`src/rtl/bcd_display_feeder_if.sv`:
```
// Request and converter handshake for bcd_display_feeder.
// The feeder uses the master modport; the value source and BCD converter use the slave modport.
interface bcd_display_feeder_if;
  logic [31:0] value;
  logic        value_valid;
  logic        bcd_start;
  logic [31:0] bcd_in;
  logic        bcd_dv;

  modport master (
    input  value,
    input  value_valid,
    output bcd_start,
    input  bcd_in,
    input  bcd_dv
  );

  modport slave (
    output value,
    output value_valid,
    input  bcd_start,
    output bcd_in,
    output bcd_dv
  );
endinterface

```
`src/rtl/bcd_display_feeder.sv`:
```
// Feeds an 8-digit 7-segment display from a binary value via an external binary-to-BCD converter.
// Optional leading-zero blanking is enabled by defining BCD_LEADING_ZERO_BLANK_EN.
module bcd_display_feeder #(
  parameter int unsigned TIMEOUT_CYCLES = 2047
) (
  input  logic                        clk,
  input  logic                        clr,
  bcd_display_feeder_if.master        bus,
  output logic [31:0]                 disp_word,
  output logic [7:0]                  digit_blank,
  output logic                        busy,
  output logic                        update_done,
  output logic                        overflow,
  output logic                        timeout_err
);

  localparam int unsigned CNT_W = (TIMEOUT_CYCLES < 2) ? 1 : $clog2(TIMEOUT_CYCLES + 1);
  localparam logic [CNT_W-1:0] CNT_MAX  = CNT_W'(TIMEOUT_CYCLES);
  localparam logic [31:0]      MAX_DEC  = 32'd99_999_999;
  localparam logic [31:0]      OVF_WORD = 32'hEEEE_EEEE;

  typedef enum logic [1:0] {
    IDLE  = 2'd0,
    START = 2'd1,
    WAIT  = 2'd2,
    LATCH = 2'd3
  } state_t;

  state_t           state_q, state_d;
  logic [31:0]      pend_val_q, pend_val_d;
  logic             pending_q, pending_d;
  logic [CNT_W-1:0] cnt_q, cnt_d;
  logic [31:0]      disp_word_q, disp_word_d;
  logic [7:0]       digit_blank_q, digit_blank_d;
  logic             busy_q, busy_d;
  logic             bcd_start_q, bcd_start_d;
  logic             update_done_q, update_done_d;
  logic             overflow_q, overflow_d;
  logic             timeout_err_q, timeout_err_d;
  logic [31:0]      req_value;

`ifdef BCD_LEADING_ZERO_BLANK_EN
  // Digit i blanks when it and every higher digit are zero; digit 0 always shows.
  function automatic logic [7:0] lead_blank(input logic [31:0] bcd);
    logic zero_above;
    lead_blank = 8'h00;
    zero_above = 1'b1;
    for (int i = 7; i >= 1; i--) begin
      zero_above    = zero_above & (bcd[4*i +: 4] == 4'h0);
      lead_blank[i] = zero_above;
    end
  endfunction
`endif

  always_comb begin
    state_d       = state_q;
    pend_val_d    = pend_val_q;
    pending_d     = pending_q;
    cnt_d         = cnt_q;
    disp_word_d   = disp_word_q;
    digit_blank_d = digit_blank_q;
    update_done_d = 1'b0;
    overflow_d    = overflow_q;
    timeout_err_d = timeout_err_q;
    req_value     = bus.value_valid ? bus.value : pend_val_q;

    // A fresh request while busy replaces any queued one.
    if (state_q != IDLE && bus.value_valid) begin
      pend_val_d = bus.value;
      pending_d  = 1'b1;
    end

    case (state_q)
      IDLE: begin
        if (bus.value_valid || pending_q) begin
          pending_d = 1'b0;
          if (req_value <= MAX_DEC) begin
            state_d = START;
          end else begin
            state_d       = LATCH;
            disp_word_d   = OVF_WORD;
            digit_blank_d = 8'h00;
            overflow_d    = 1'b1;
            update_done_d = 1'b1;
          end
        end
      end

      START: begin
        cnt_d   = '0;
        state_d = WAIT;
      end

      WAIT: begin
        if (bus.bcd_dv) begin
          state_d       = LATCH;
          disp_word_d   = bus.bcd_in;
`ifdef BCD_LEADING_ZERO_BLANK_EN
          digit_blank_d = lead_blank(bus.bcd_in);
`else
          digit_blank_d = 8'h00;
`endif
          overflow_d    = 1'b0;
          timeout_err_d = 1'b0;
          update_done_d = 1'b1;
        end else begin
          if (cnt_q != CNT_MAX) begin
            cnt_d = cnt_q + CNT_W'(1);
          end
          if (cnt_d == CNT_MAX) begin
            timeout_err_d = 1'b1;
            state_d       = IDLE;
          end
        end
      end

      LATCH: begin
        state_d = IDLE;
      end

      default: begin
        state_d = IDLE;
      end
    endcase

    bcd_start_d = (state_d == START);
    busy_d      = (state_d != IDLE);
  end

  always_ff @(posedge clk) begin
    if (clr) begin
      state_q       <= IDLE;
      pend_val_q    <= '0;
      pending_q     <= 1'b0;
      cnt_q         <= '0;
      disp_word_q   <= '0;
      digit_blank_q <= '0;
      busy_q        <= 1'b0;
      bcd_start_q   <= 1'b0;
      update_done_q <= 1'b0;
      overflow_q    <= 1'b0;
      timeout_err_q <= 1'b0;
    end else begin
      state_q       <= state_d;
      pend_val_q    <= pend_val_d;
      pending_q     <= pending_d;
      cnt_q         <= cnt_d;
      disp_word_q   <= disp_word_d;
      digit_blank_q <= digit_blank_d;
      busy_q        <= busy_d;
      bcd_start_q   <= bcd_start_d;
      update_done_q <= update_done_d;
      overflow_q    <= overflow_d;
      timeout_err_q <= timeout_err_d;
    end
  end

  assign bus.bcd_start = bcd_start_q;
  assign disp_word     = disp_word_q;
  assign digit_blank   = digit_blank_q;
  assign busy          = busy_q;
  assign update_done   = update_done_q;
  assign overflow      = overflow_q;
  assign timeout_err   = timeout_err_q;

endmodule

```
`src/flat_wrapper.sv`:
```
// flat-port wrapper written by rule: the top's interface ports become plain ports
module bcd_display_feeder_flat 
#(
  parameter int unsigned TIMEOUT_CYCLES = 2047
)
  (clk, clr, disp_word, digit_blank, busy, update_done, overflow, timeout_err, bus_value, bus_value_valid, bus_bcd_start, bus_bcd_in, bus_bcd_dv);
  bcd_display_feeder_if bus_i ();
  input  logic clk;
  input  logic clr;
  output logic [31:0] disp_word;
  output logic [7:0] digit_blank;
  output logic busy;
  output logic update_done;
  output logic overflow;
  output logic timeout_err;
  input wire logic [$bits(bus_i.value)-1:0] bus_value;
  input wire logic [$bits(bus_i.value_valid)-1:0] bus_value_valid;
  output wire logic [$bits(bus_i.bcd_start)-1:0] bus_bcd_start;
  input wire logic [$bits(bus_i.bcd_in)-1:0] bus_bcd_in;
  input wire logic [$bits(bus_i.bcd_dv)-1:0] bus_bcd_dv;
  assign bus_i.value = bus_value;
  assign bus_i.value_valid = bus_value_valid;
  assign bus_bcd_start = bus_i.bcd_start;
  assign bus_i.bcd_in = bus_bcd_in;
  assign bus_i.bcd_dv = bus_bcd_dv;
  bcd_display_feeder #(.TIMEOUT_CYCLES(TIMEOUT_CYCLES)) u_core (.clk(clk), .clr(clr), .bus(bus_i), .disp_word(disp_word), .digit_blank(digit_blank), .busy(busy), .update_done(update_done), .overflow(overflow), .timeout_err(timeout_err));
endmodule
```
`config.mk`:
```
export PLATFORM = sky130hd
export DESIGN_NAME = bcd_display_feeder_flat
export DESIGN_NICKNAME = d
export VERILOG_FILES = /design/src/rtl/bcd_display_feeder_if.sv /design/src/rtl/bcd_display_feeder.sv /design/src/flat_wrapper.sv
export SDC_FILE = /design/constraint.sdc
export NUM_CORES = 1
export LEC_CHECK = 0
export BUFFER_PORTS_ARGS = -buffer_cell sky130_fd_sc_hd__buf_2
export CAP_MARGIN = 10
export CORE_ASPECT_RATIO = 0.75
export CORE_MARGIN = 2
export CORE_UTILIZATION = 45
export CTS_CLUSTER_SIZE = 25
export DETAILED_ROUTE_END_ITERATION = 16
export PLACE_DENSITY = 0.7
export SKIP_CTS_REPAIR_TIMING = 1
export SLEW_MARGIN = 0
export SYNTH_ARGS = -nofsm -noshare
export SYNTH_HDL_FRONTEND = slang
export SYNTH_SLANG_ARGS = --single-unit
```
`constraint.sdc`:
```
create_clock -name clk -period 4 [get_ports clk]
set_clock_uncertainty 0.05 [all_clocks]
set_input_delay 0.8 -clock clk [delete_from_list [all_inputs] [get_ports clk]]
set_output_delay 0.8 -clock clk [all_outputs]
set_load 0.005 [all_outputs]
```
# [Word-level counts from Yosys, hierarchy flattened]
# Cells that the tools add are included.
[totals] word_cells=66 ff_bits=91 out_inout_bits=45 in_bits=68
[classes] mux=32 order_cmp=1 n_addsub=1 n_eq_ne=10 n_reduce_logical=11
[ops] operator="32-bit 2-to-1 mux" n=4
[ops] operator="32-bit one-hot mux with 2 select lines" n=1
[ops] operator="11-bit 2-to-1 mux" n=4
[ops] operator="32-bit by 27-bit less-or-equal comparator with 1-bit output (second input constant)" n=1
[ops] operator="8-bit 2-to-1 mux" n=3
[ops] operator="11-bit one-hot mux with 2 select lines" n=1
[ops] operator="8-bit one-hot mux with 2 select lines" n=1
[ops] operator="11-bit by 1-bit adder with 11-bit output (second input constant)" n=1
[ops] operator="11-bit == test (second input constant)" n=1
[ops] operator="1-bit 2-to-1 mux" n=11
[ops] operator="11-bit != test (second input constant)" n=1
[ops] operator="2-bit nonzero test" n=5
[ops] operator="2-bit 2-to-1 mux" n=4
[ops] operator="2-bit one-hot mux with 4 select lines" n=1
[ops] operator="2-bit != test (second input constant)" n=3
[ops] operator="2-bit by 1-bit == test with 1-bit output (second input constant)" n=2
[ops] operator="2-bit == test (second input constant)" n=2
[ops] operator="1-bit one-hot mux with 2 select lines" n=2
[ops] operator="2-bit AND reduction" n=2
[ops] operator="4-bit AND reduction" n=1
[ops] operator="2-bit logical NOT" n=1
[ops] operator="2-bit by 1-bit != test with 1-bit output (second input constant)" n=1
[ops] operator="1-bit logical AND" n=1
[ops] operator="1-bit logical OR" n=1

# [Longest topological paths before layout]
[depth] word_depth=9 depth_mapped=8 mapped_depth_nobuf=7

# [Worst setup path before layout]
# Ideal clock, no wire load.
[synth_timing] path_kind="input -> register" start="in bus_value_valid" end="reg u_core.disp_word_q[12] (netlist: u_core.disp_word[12])" arrival_time_ns=2.256 cell_stages=8 required_time_ns=3.818 n_path_buf=2 setup_ns=0.132 slack_ns=1.562 path_cell_list="buf_6 > nand4b_4 > a211oi_2 > o32ai_1 > a2111oi_4 > buf_6 > nand3b_1 > a21oi_1"
[synth_via] elab_chain_len=4 elab_cells_between_ends=6 classes_between="order compare (1); eq/ne (2); mux (1); reduce/logical (2)"
[synth_lines] element="start: declaration" line_no="flat_wrapper.sv:17" text="input wire logic [$bits(bus_i.value_valid)-1:0] bus_value_valid;"
[synth_lines] element="32-bit 2-to-1 mux" line_no="bcd_display_feeder.sv:65" text="req_value = bus.value_valid ? bus.value : pend_val_q;"
[synth_lines] element="32-bit by 27-bit less-or-equal comparator with 1-bit output" line_no="bcd_display_feeder.sv:77" text="if (req_value <= MAX_DEC) begin"
[synth_lines] element="2-bit != test (no line)"
[synth_lines] element="4-bit AND reduction (no line) (*)"
[synth_lines] element="end signal: assignment" line_no="bcd_display_feeder.sv:148" text="disp_word_q <= disp_word_d;"
[synth_lines] element="end: declaration" line_no="bcd_display_feeder.sv:33" text="logic [31:0] disp_word_q, disp_word_d;"
# Mark *: on every way between the ends. The rest lies on a longest branch, timed or not.
# A chain may end at the register's enable or synchronous reset.

# [Worst setup path after layout]
[layout_timing] start="in bus_value_valid" end="reg u_core.busy_q (netlist: u_core.busy)"
[layout_via] elab_chain_len=6 elab_cells_between_ends=7 classes_between="order compare (1); mux (4); reduce/logical (2)"
[layout_lines] element="32-bit 2-to-1 mux" line_no="bcd_display_feeder.sv:65"
[layout_lines] element="32-bit by 27-bit less-or-equal comparator with 1-bit output" line_no="bcd_display_feeder.sv:77"
[layout_lines] element="2-bit 2-to-1 mux" line_no="bcd_display_feeder.sv:77"
[layout_lines] element="2-bit 2-to-1 mux (*)" line_no="bcd_display_feeder.sv:75" text="if (bus.value_valid || pending_q) begin"
[layout_lines] element="2-bit one-hot mux with 4 select lines (*)" line_no="bcd_display_feeder.sv:73" text="case (state_q)"
[layout_lines] element="2-bit nonzero test (*)" line_no="bcd_display_feeder.sv:127" text="busy_d = (state_d != IDLE);"
[layout_lines] element="end signal: assignment" line_no="bcd_display_feeder.sv:150" text="busy_q <= busy_d;"
[layout_lines] element="end: declaration" line_no="bcd_display_feeder.sv:35" text="logic busy_q, busy_d;"
# Marks and branches as above.

==> results.sh <==
export IMPL_synth_area_sq_mm=0.00360
export IMPL_yosysSeqAreaShare_pct=41.7
export IMPL_diodes=0
export IMPL_place_hpwl_microns=5810
export IMPL_grt_overflow=0
export IMPL_hp_start="u_core.pend_val_q[24]$_SDFFE_PP0P_"
export IMPL_final_area_sq_mm=0.00428
export IMPL_die_area_sq_mm=0.00874
export IMPL_cts_path_max_buffers=2
export IMPL_status="finished clean"
export IMPL_path_buf_inv=2
export IMPL_grt_usage_pct=18.9
export IMPL_clockPowerShare_pct=33.5
export IMPL_cpMaxStageDelayCell="buf_4"
export IMPL_detailed_place_area_sq_mm=0.00404
export IMPL_portBuffers=96
export IMPL_die_w_microns=107
export IMPL_achievable_frequency_ghz=0.375
export IMPL_rrSetupSlack_ps=1570
export IMPL_cp_depth=8
export IMPL_synth_top_area_share_pct=41.7
export IMPL_avgViaCountPerCell=5.26
export IMPL_cp_max_fo=37
export IMPL_switching_share_pct=29.3
export IMPL_firstDrtPassIters=4
export IMPL_synth_cell_type_count=43
export IMPL_tightest_slew_ps=1110
export IMPL_grt_max_degree=39
export IMPL_syn_to_final_growth_pct=19.0
export IMPL_synth_seq_cells=75
export IMPL_min_path_cells=2
export IMPL_drt_total_wl_microns=8290
export IMPL_finalHoldViolCount=0
export IMPL_grt_pass1_vias=2967
export IMPL_fp_coreArea_sq_mm=0.00781
export IMPL_async_flop_share_pct=0
export IMPL_slew_headroom_pct=26.1
export IMPL_wl_per_cell_microns=13.4
export IMPL_vias=3247
export IMPL_start_util_pct=46.1
export IMPL_crit_family="compound AO/OA/AOI/OAI gates"
export IMPL_drive_gt1_share_pct=32.0
export IMPL_tritoncts="built"
export IMPL_crit_arrival_ps=2870
export IMPL_final_max_slew_violation_count=0
export IMPL_setup_tns_final_ps=0
export IMPL_p_int_mw=1.46
export IMPL_rsz0062_at_grt="false"
export IMPL_drtIter0Drc=238
export IMPL_min_to="u_core.pend_val_q[24]$_SDFFE_PP0P_"
export IMPL_synth_cells=434
export IMPL_antenna_found_initial=0
export IMPL_setup_violations=0
export IMPL_root_buffer="clkbuf_8"
export IMPL_cap_violations=0
export IMPL_slowest_delay_ps=460
export IMPL_htreeDepth=3
export IMPL_nets=577
export IMPL_post_route_period_util_pct=66.7
export IMPL_antenna_left=0
export IMPL_cp_cell_sequence="buf_2 > nand4bb_1 > a211oi_1 > o32ai_1 > a2111oi_4 > buf_4 > nor4_1 > a311oi_1"
export IMPL_clkTransAtPathRegs_ps=80
export IMPL_r2r_end="u_core.state_q[1]$_SDFF_PP0_"
export IMPL_start_kind="input pin"
export IMPL_yosys_warnings=0
export IMPL_clk_latency_ps=340
export IMPL_vdd_drop_max_mv=0.200
export IMPL_drc=0
export IMPL_hold_class="reg2reg"
export IMPL_cp_end_kind="flip-flop"
export IMPL_clock_sinks=75
export IMPL_fin_crit_ps=2670
export IMPL_die_h_microns=81.5
export IMPL_p_per_area_mw_per_mm2=481
export IMPL_ff2ff_path_depth=7
export IMPL_yosys_most_used_dff="dfxtp_1"
export IMPL_synth_area_top_cells="dfxtp_1 (42%), nor3_2 (12%), nand2_1 (8.4%)"
export IMPL_power_frac_seq_pct=43.9
export IMPL_p_leak_nw=1.67
export IMPL_synth_edf_count=0
export IMPL_avgSynthCellArea_sq_um=8.29
export IMPL_rr_startpoint="u_core.cnt_q[0]$_SDFFE_PP0P_"
export IMPL_gp_congestion=0.870
export IMPL_worstPathRequired_ps=4210
export IMPL_pin_count=113
export IMPL_worstSetupPathType="in2reg"
export IMPL_rows=28
export IMPL_cts_buffers=9
export IMPL_synth_area_leader_cell="dfxtp_1"
export IMPL_netSwitchingPower_mw=0.603
export IMPL_grt_pass1_wl_microns=13300
export IMPL_combPwrFrac_pct=22.6
## cells in the final DEF, fill, tap and decap left out, types with 4 or more instances in the layout
master	count
nand3b_1	9
o21ai_0	4
nor2_1	46
nand2_1	81
nand4b_1	5
nor2b_1	4
conb_1	8
clkbuf_8	9
a21oi_1	43
nand3_1	9
buf_2	96
mux2i_1	4
dfxtp_1	75
nor3_2	43
and3_1	5
nand4bb_1	4
nor3_1	16
nor4_1	5
a311oi_1	4
## flip-flops by register name, summed over array words and instances, names as in the netlist
signal                count
u_core.update_done        1
u_core.overflow           1
u_core.busy               1
u_core.pend_val_q        24
u_core.cnt_q             11
u_core.disp_word         32
u_core.pending_q          1
u_core.state_q            2
u_core.bus.bcd_start      1
u_core.timeout_err        1
## cells in the mapped netlist (3+ instances only)
cell	number
a211oi_1	3
a21oi_1	43
a311oi_1	4
and3_1	5
buf_4	9
buf_6	4
clkbuf_1	27
dfxtp_1	75
mux2i_1	4
nand2_1	81
nand3_1	9
nand3b_1	9
nand4_1	3
nand4b_1	5
nand4bb_1	4
nor2_1	47
nor2b_1	4
nor3_1	16
nor3_2	43
nor4_1	5
o21ai_0	4
o21ai_1	4
## how the worst max path moves through the flow
stage | start | to
global placement | bus_value_valid | u_core.busy$_SDFF_PP0_
CTS | bus_value_valid | u_core.busy$_SDFF_PP0_
floorplan | bus_value_valid | u_core.disp_word[12]$_SDFFE_PP0P_
global route | bus_value_valid | u_core.state_q[1]$_SDFF_PP0_
finish | bus_value_valid | u_core.busy$_SDFF_PP0_
detailed placement | bus_value_valid | u_core.busy$_SDFF_PP0_
## power by group through the flow
| stage | registers [mW] | logic (mW) | clock network, mW |
|---|---|---|---|
| detailed placement | 0.920 | 0.468 | 0 |
| finish | 0.904 | 0.465 | 0.690 |
| floorplan | 0.911 | 0.337 | 0 |
| CTS | 0.904 | 0.470 | 0.706 |
| global placement | 0.915 | 0.459 | 0 |
| global route | 0.916 | 0.524 | 0.733 |
## final cells by class
type | count | area [sq um]
Clock inverter | 6 | 115
Sequential cell | 75 | 1500
Tap cell | 105 | 131
Fill cell | 721 | 3530
Multi-Input combinational cell | 322 | 1900
Inverter | 1 | 3.75
Timing Repair Buffer | 99 | 503
Clock buffer | 9 | 124
## cell families (layout without fill, tap and decap cells)
logic type	count (synthesis)	after routing	synth area share, %
compound gates	69	69	11.7
fa+ha+maj	1	1	0.348
buf+inv	44	115	6.43
flops	75	75	41.7
mux	4	4	1.11
other cells	1	8	0.104
simple gates	240	240	38.5
## metrics by stage
stage          power (mW)  hold WS (ps)  instances  util [%]  setup WS (ps)
2_1_floorplan        1.25           386        441         -           1560
3_3_place_gp         1.37           394        602      51.8           1000
3_5_place_dp         1.39           398        602      51.8            987
4_1_cts              2.08           410        617      54.8           1350
5_1_grt              2.17           425        617      54.8           1140
6_report             2.06           407        617      54.8           1330
## metal layers
layer,share of wire [%],GRT usage [%],vias to the layer above,wire [microns]
li1,-,-,1640,-
met1,46,24.1,1520,3830
met2,47,31.3,73,3910
met3,5.2,5.16,14,427
met4,1.4,6.62,0,120
met5,0,0,-,0
## worst register-to-register path, cell delays in order (launching register included)
cell and delay, ps:
dfxtp_1 460, ha_1 370, nand3_1 220, nor4_2 570
nand3_1 140, o21ai_1 90, and4_1 280, a311oi_1 110
Power figures use the tool's default switching activity.
